$ cat src/rtl/ff_force_arbiter_if.sv
// ff_force_arbiter_if: requester/bank bus for ff_force_arbiter.
// master = requesters and bank source; slave = the arbiter itself.
`default_nettype none

interface ff_force_arbiter_if #(
   parameter int NREQ   = 4,
   parameter int WIDTH  = 8,
   parameter int HOLD_W = 4
);
   logic [WIDTH-1:0]       d;
   logic                   d_en;
   logic [NREQ-1:0]        req;
   logic [NREQ*WIDTH-1:0]  req_val;
   logic [NREQ*HOLD_W-1:0] req_hold;
   logic [WIDTH-1:0]       q;
   logic [NREQ-1:0]        gnt;
   logic                   ovr_active;
   logic                   busy;
   logic                   done;

   modport master (
      output d, d_en, req, req_val, req_hold,
      input  q, gnt, ovr_active, busy, done
   );

   modport slave (
      input  d, d_en, req, req_val, req_hold,
      output q, gnt, ovr_active, busy, done
   );
endinterface

`default_nettype wire

$ cat src/rtl/ff_force_arbiter.sv
// ff_force_arbiter: register bank with round-robin, time-limited value override.
// Optional FRC_WRITEBACK_EN: the forced value is written into the bank on release.
`default_nettype none

module ff_force_arbiter #(
   parameter int NREQ   = 4,
   parameter int WIDTH  = 8,
   parameter int HOLD_W = 4
) (
   input  wire logic             clk,
   input  wire logic             rst,
   ff_force_arbiter_if.slave     bus
);
   localparam int PTR_W = (NREQ > 1) ? $clog2(NREQ) : 1;

   typedef enum logic [1:0] {
      ST_IDLE    = 2'd0,
      ST_LOAD    = 2'd1,
      ST_FORCE   = 2'd2,
      ST_RELEASE = 2'd3
   } state_t;

   state_t            r_state;
   logic [WIDTH-1:0]  r_q;
   logic [WIDTH-1:0]  r_frc;
   logic [HOLD_W-1:0] r_cnt;
   logic [PTR_W-1:0]  r_ptr;
   logic [PTR_W-1:0]  r_gidx;
   logic [NREQ-1:0]   r_gnt;
   logic              r_ovr;
   logic              r_busy;
   logic              r_done;

   logic              w_found;
   logic [PTR_W-1:0]  w_pick;
   logic [PTR_W:0]    w_sum;
   logic [HOLD_W-1:0] w_hold;
   logic [WIDTH-1:0]  w_val;
   logic [PTR_W-1:0]  w_next_ptr;

   // Scan requesters starting at the pointer, wrapping past NREQ-1.
   always_comb begin
      w_found = 1'b0;
      w_pick  = '0;
      w_sum   = '0;
      for (int i = 0; i < NREQ; i++) begin
         w_sum = {1'b0, r_ptr} + (PTR_W+1)'(i);
         if (w_sum >= (PTR_W+1)'(NREQ))
            w_sum = w_sum - (PTR_W+1)'(NREQ);
         if (!w_found && bus.req[w_sum[PTR_W-1:0]]) begin
            w_found = 1'b1;
            w_pick  = w_sum[PTR_W-1:0];
         end
      end
   end

   assign w_hold     = bus.req_hold[r_gidx*HOLD_W +: HOLD_W];
   assign w_val      = bus.req_val[r_gidx*WIDTH +: WIDTH];
   assign w_next_ptr = (r_gidx == PTR_W'(NREQ-1)) ? '0 : r_gidx + PTR_W'(1);

   always_ff @(posedge clk or negedge rst) begin
      if (!rst) begin
         r_state <= ST_IDLE;
         r_q     <= '0;
         r_frc   <= '0;
         r_cnt   <= '0;
         r_ptr   <= '0;
         r_gidx  <= '0;
         r_gnt   <= '0;
         r_ovr   <= 1'b0;
         r_busy  <= 1'b0;
         r_done  <= 1'b0;
      end else begin
         r_done <= 1'b0;
         if (bus.d_en)
            r_q <= bus.d;

         case (r_state)
            ST_IDLE: begin
               if (w_found) begin
                  r_gnt   <= NREQ'(1) << w_pick;
                  r_gidx  <= w_pick;
                  r_busy  <= 1'b1;
                  r_state <= ST_LOAD;
               end
            end
            ST_LOAD: begin
               // A zero hold still yields one forced cycle.
               r_frc   <= w_val;
               r_cnt   <= (w_hold == '0) ? HOLD_W'(1) : w_hold;
               r_ovr   <= 1'b1;
               r_state <= ST_FORCE;
            end
            ST_FORCE: begin
               if ((r_cnt <= HOLD_W'(1)) || !bus.req[r_gidx]) begin
                  r_ovr   <= 1'b0;
                  r_done  <= 1'b1;
                  r_gnt   <= '0;
                  r_ptr   <= w_next_ptr;
                  r_state <= ST_RELEASE;
`ifdef FRC_WRITEBACK_EN
                  // Written on the same edge the override drops so q never glitches.
                  r_q     <= r_frc;
`endif
               end else begin
                  r_cnt <= r_cnt - HOLD_W'(1);
               end
            end
            ST_RELEASE: begin
               r_busy  <= 1'b0;
               r_state <= ST_IDLE;
            end
            default: r_state <= ST_IDLE;
         endcase
      end
   end

   assign bus.q          = r_ovr ? r_frc : r_q;
   assign bus.gnt        = r_gnt;
   assign bus.ovr_active = r_ovr;
   assign bus.busy       = r_busy;
   assign bus.done       = r_done;
endmodule

`default_nettype wire

$ cat src/flat_wrapper.sv
// flat-port wrapper written by rule: the top's interface ports become plain ports
module ff_force_arbiter_flat 
#(
   parameter int NREQ   = 4,
   parameter int WIDTH  = 8,
   parameter int HOLD_W = 4
)
  (clk, rst, bus_d, bus_d_en, bus_req, bus_req_val, bus_req_hold, bus_q, bus_gnt, bus_ovr_active, bus_busy, bus_done);
  ff_force_arbiter_if #(.NREQ(NREQ), .WIDTH(WIDTH), .HOLD_W(HOLD_W)) bus_i ();
  input  wire logic clk;
  input  wire logic rst;
  input wire logic [$bits(bus_i.d)-1:0] bus_d;
  input wire logic [$bits(bus_i.d_en)-1:0] bus_d_en;
  input wire logic [$bits(bus_i.req)-1:0] bus_req;
  input wire logic [$bits(bus_i.req_val)-1:0] bus_req_val;
  input wire logic [$bits(bus_i.req_hold)-1:0] bus_req_hold;
  output wire logic [$bits(bus_i.q)-1:0] bus_q;
  output wire logic [$bits(bus_i.gnt)-1:0] bus_gnt;
  output wire logic [$bits(bus_i.ovr_active)-1:0] bus_ovr_active;
  output wire logic [$bits(bus_i.busy)-1:0] bus_busy;
  output wire logic [$bits(bus_i.done)-1:0] bus_done;
  assign bus_i.d = bus_d;
  assign bus_i.d_en = bus_d_en;
  assign bus_i.req = bus_req;
  assign bus_i.req_val = bus_req_val;
  assign bus_i.req_hold = bus_req_hold;
  assign bus_q = bus_i.q;
  assign bus_gnt = bus_i.gnt;
  assign bus_ovr_active = bus_i.ovr_active;
  assign bus_busy = bus_i.busy;
  assign bus_done = bus_i.done;
  ff_force_arbiter #(.NREQ(NREQ), .WIDTH(WIDTH), .HOLD_W(HOLD_W)) u_core (.clk(clk), .rst(rst), .bus(bus_i));
endmodule
$ cat config.mk
export PLATFORM = sky130hd
export DESIGN_NAME = ff_force_arbiter_flat
export DESIGN_NICKNAME = d
export VERILOG_FILES = /design/src/rtl/ff_force_arbiter_if.sv /design/src/rtl/ff_force_arbiter.sv /design/src/flat_wrapper.sv
export SDC_FILE = /design/constraint.sdc
export NUM_CORES = 1
export LEC_CHECK = 0
export ABC_CLOCK_PERIOD_IN_PS = 1850
export CAP_MARGIN = 25
export CELL_PAD_IN_SITES_DETAIL_PLACEMENT = 1
export CELL_PAD_IN_SITES_GLOBAL_PLACEMENT = 1
export CORE_ASPECT_RATIO = 0.75
export CORE_UTILIZATION = 30
export CTS_BUF_LIST = sky130_fd_sc_hd__clkbuf_4 sky130_fd_sc_hd__clkbuf_8 sky130_fd_sc_hd__clkbuf_16
export DETAILED_ROUTE_END_ITERATION = 16
export GPL_TIMING_DRIVEN = 0
export PLACE_DENSITY = 0.81
export SLEW_MARGIN = 20
export SYNTH_ARGS = -nofsm -noshare
export SYNTH_HDL_FRONTEND = slang
export SYNTH_SLANG_ARGS = --single-unit
$ cat constraint.sdc
create_clock -name clk -period 1.85 [get_ports clk]
set_clock_uncertainty 0.15 [all_clocks]
set_input_delay 0.37 -clock clk [delete_from_list [all_inputs] [get_ports clk]]
set_output_delay 0.37 -clock clk [all_outputs]
set_load 0.005 [all_outputs]
==> results.sh <==
export IMPL_status="finished with violations"
export IMPL_violations="setup timing"
export IMPL_grtUsageMet1=0.229
export IMPL_yosys_top_cells_count="dfrtp_1 (33), mux2_2 (25), mux4_2 (13), inv_1 (10), o21ai_0 (8)"
export IMPL_clock_sinks=33
export IMPL_grt_max_degree=32
export IMPL_finalSetupTns_ns=-0.651
export IMPL_drcViolationCount=0
export IMPL_dpl_hpwl_um=4260
export IMPL_met3_usage=0.0514
export IMPL_setup_slack_ns=-0.0661
export IMPL_synth_edf_count=0
export IMPL_ir_drop_mv=0.554
export IMPL_tritoncts="yes"
export IMPL_grt_antenna_before_repair=0
export IMPL_synth_top_area_frac=0.420
export IMPL_synth_top_area_cell="dfrtp_1"
export IMPL_grt_pass1_vias=1967
export IMPL_fp_row_count=25
export IMPL_io_pins=78
export IMPL_place_port_buffers=76
export IMPL_async_flop_share=1.00
export IMPL_ys_warnings_count=0
export IMPL_setup_viol=14
export IMPL_overflow=0
export IMPL_die_width_um=95.5
export IMPL_drv_cap=0
export IMPL_synth_area_um2=1970
export IMPL_cts_buffers_inserted=5
export IMPL_start_util=0.311
export IMPL_final_core_util=0.504
export IMPL_ant_nets=0
export IMPL_met2_usage=0.311
export IMPL_timing_final_crit_share=1.04
export IMPL_clock_latency_ns=0.30
export IMPL_vias=1747
export IMPL_cts_root_buf="clkbuf_8"
export IMPL_drt_iter0_drc=32
export IMPL_startpoint_type="flop"
export IMPL_busiest_layer="met2"
export IMPL_cp_max_fo=6
export IMPL_grt_first_pass_wirelength_um=9680
export IMPL_synth_area_per_cell_um2=12.3
export IMPL_required_ns=1.33
export IMPL_synth_seq_cells=33
export IMPL_min_path_type="in -> async"
export IMPL_drive_gt1_frac=0.355
export IMPL_place_congestion=0.794
export IMPL_die_h_um=72.1
export IMPL_htree_levels=2
export IMPL_coreArea_um2=6320
export IMPL_synth_most_common_cell="dfrtp_1"
export IMPL_vias_per_cell=5.14
export IMPL_clockBufferDepth=2
export IMPL_worst_pin_slew_ns=0.543
export IMPL_power_density_nw_per_um2=1530
export IMPL_crit_path_end_kind="output pin"
export IMPL_p_leak_nw=1.32
export IMPL_syn_nets=230
export IMPL_ys_seq_area_frac=0.420
export IMPL_dr_pass1_iters=4
export IMPL_wl_per_cell_um=19.3
export IMPL_syn_to_final_growth_pct=61.8
export IMPL_grtUsageTotal=0.185
export IMPL_grt_setup_unrepaired="yes"
export IMPL_path_class="reg -> out"
export IMPL_arrival_ns=1.40
export IMPL_diodes=0
export IMPL_period_minus_slack_ns=1.92
export IMPL_final_nets=328
export IMPL_hold_violations=0
export IMPL_wl_um=6570
export IMPL_syn_inst=160
export IMPL_yosysUniqueCellTypes=37
export IMPL_max_slew_margin=0.638
export IMPL_ys_flop_type="dfrtp_1"
export IMPL_final_max_slew_viol_count=0
export IMPL_ys_top_cells_by_area="dfrtp_1 (42%), mux4_2 (15%), mux2_2 (14%)"
export IMPL_dieArea_um2=6890
export IMPL_max_freq_ghz=0.522
export IMPL_clk_pin_slew_ns=0.08
[registers in the layout (all words and copies together) (netlist names)]
register and cells:
u_core.bus.gnt 4, u_core.bus.done 1, u_core.r_cnt 4, u_core.r_gidx 2, u_core.r_q 8, u_core.r_frc 8
u_core.r_ptr 2, u_core.r_state 2, u_core.bus.ovr_active 1, u_core.bus.busy 1
[cell type report]
cell class              instances  area (um^2)
multi-input cells             109         1150
plain buffers                   8         66.3
clock buffers                   5         68.8
inverters                      10         37.5
flip-flops and latches         33          830
clock inverters                 3         46.3
fillers                       666         3130
well taps                      81          101
repair buffers                 91          880
[what timing repair did]
item | 4_1_cts | 5_1_grt
pin swaps | 1 | 5
endpoints found under the setup margin | 29 | 28
cloned | 0 | 0
hold buffers | 1 | 0
hold endpoints to repair | 33 | 0
setup buffers | 9 | 4
gates resized for setup | 54 | 31
[worst max-delay path, cell delays in order (launching register included)]
cell	delay, ns
dfrtp_1	0.41
buf_8	0.15
buf_6	0.12
mux2_4	0.30
buf_6	0.12
[where the power goes]
group / total (mW) / switching (mW) / internal, mW
clock: 0.705 / 0.302 / 0.403
sequential: 1.29 / 0.262 / 1.03
combinational: 2.88 / 1.28 / 1.61
[kinds of logic after synthesis]
logic type	share of synthesized area
adders and majority gates	0.0445
muxes	0.297
xor gates and xnor gates	0.00445
AOI/OAI and AO/OA	0.125
DFF	0.420
and+or+nand+nor	0.0737
buffers and inverters	0.0356
[path summary, 6_finish.rpt]
kind / start / to / slack (ns) / cells after the start
max: u_core.bus.ovr_active / bus_q[5] / -0.07 / 4
min: rst / u_core.r_frc[6] / 0.26 / 2
min in group clk: u_core.bus.gnt[2] / u_core.bus.gnt[2] / 0.36 / 1
max reg2reg: u_core.r_gidx[1] / u_core.bus.gnt[0] / -0.06 / 4
max in group asynchronous: rst / u_core.r_cnt[1] / 0.92 / 3
min reg2reg: u_core.bus.gnt[2] / u_core.bus.gnt[2] / 0.36 / 1
[cell usage in the layout, fill, tap and decap left out, drive strengths merged, types with 6 or more instances in the layout]
cell type	Yosys	final
clkdlybuf4s50	0	62
dfrtp	33	33
buf	2	29
mux2	25	25
mux4	13	13
inv	10	10
o21ai	8	8
clkbuf	6	8
ha	7	7
nor2	6	6
[metrics by stage]
stage	hold slack (ns)	instances	total power, mW	worst slack, ns	area [um^2]
2_1_floorplan	-0.0756	160	2.66	-0.0150	1970
3_3_place_gp	0.336	317	3.48	-0.538	2830
3_5_place_dp	0.0321	318	3.57	-0.527	2850
4_1_cts	0.261	336	4.46	-0.0523	3050
5_1_grt	0.284	340	5.15	-0.131	3180
6_report	0.260	340	4.88	-0.0661	3180
[layer usage]
metal  part of all wire  vias up
met5                  0        -
met4              0.012        0
met3              0.039        9
met2               0.53       49
met1               0.42      888
li1                   -      801
Power figures use the tool's default switching activity.
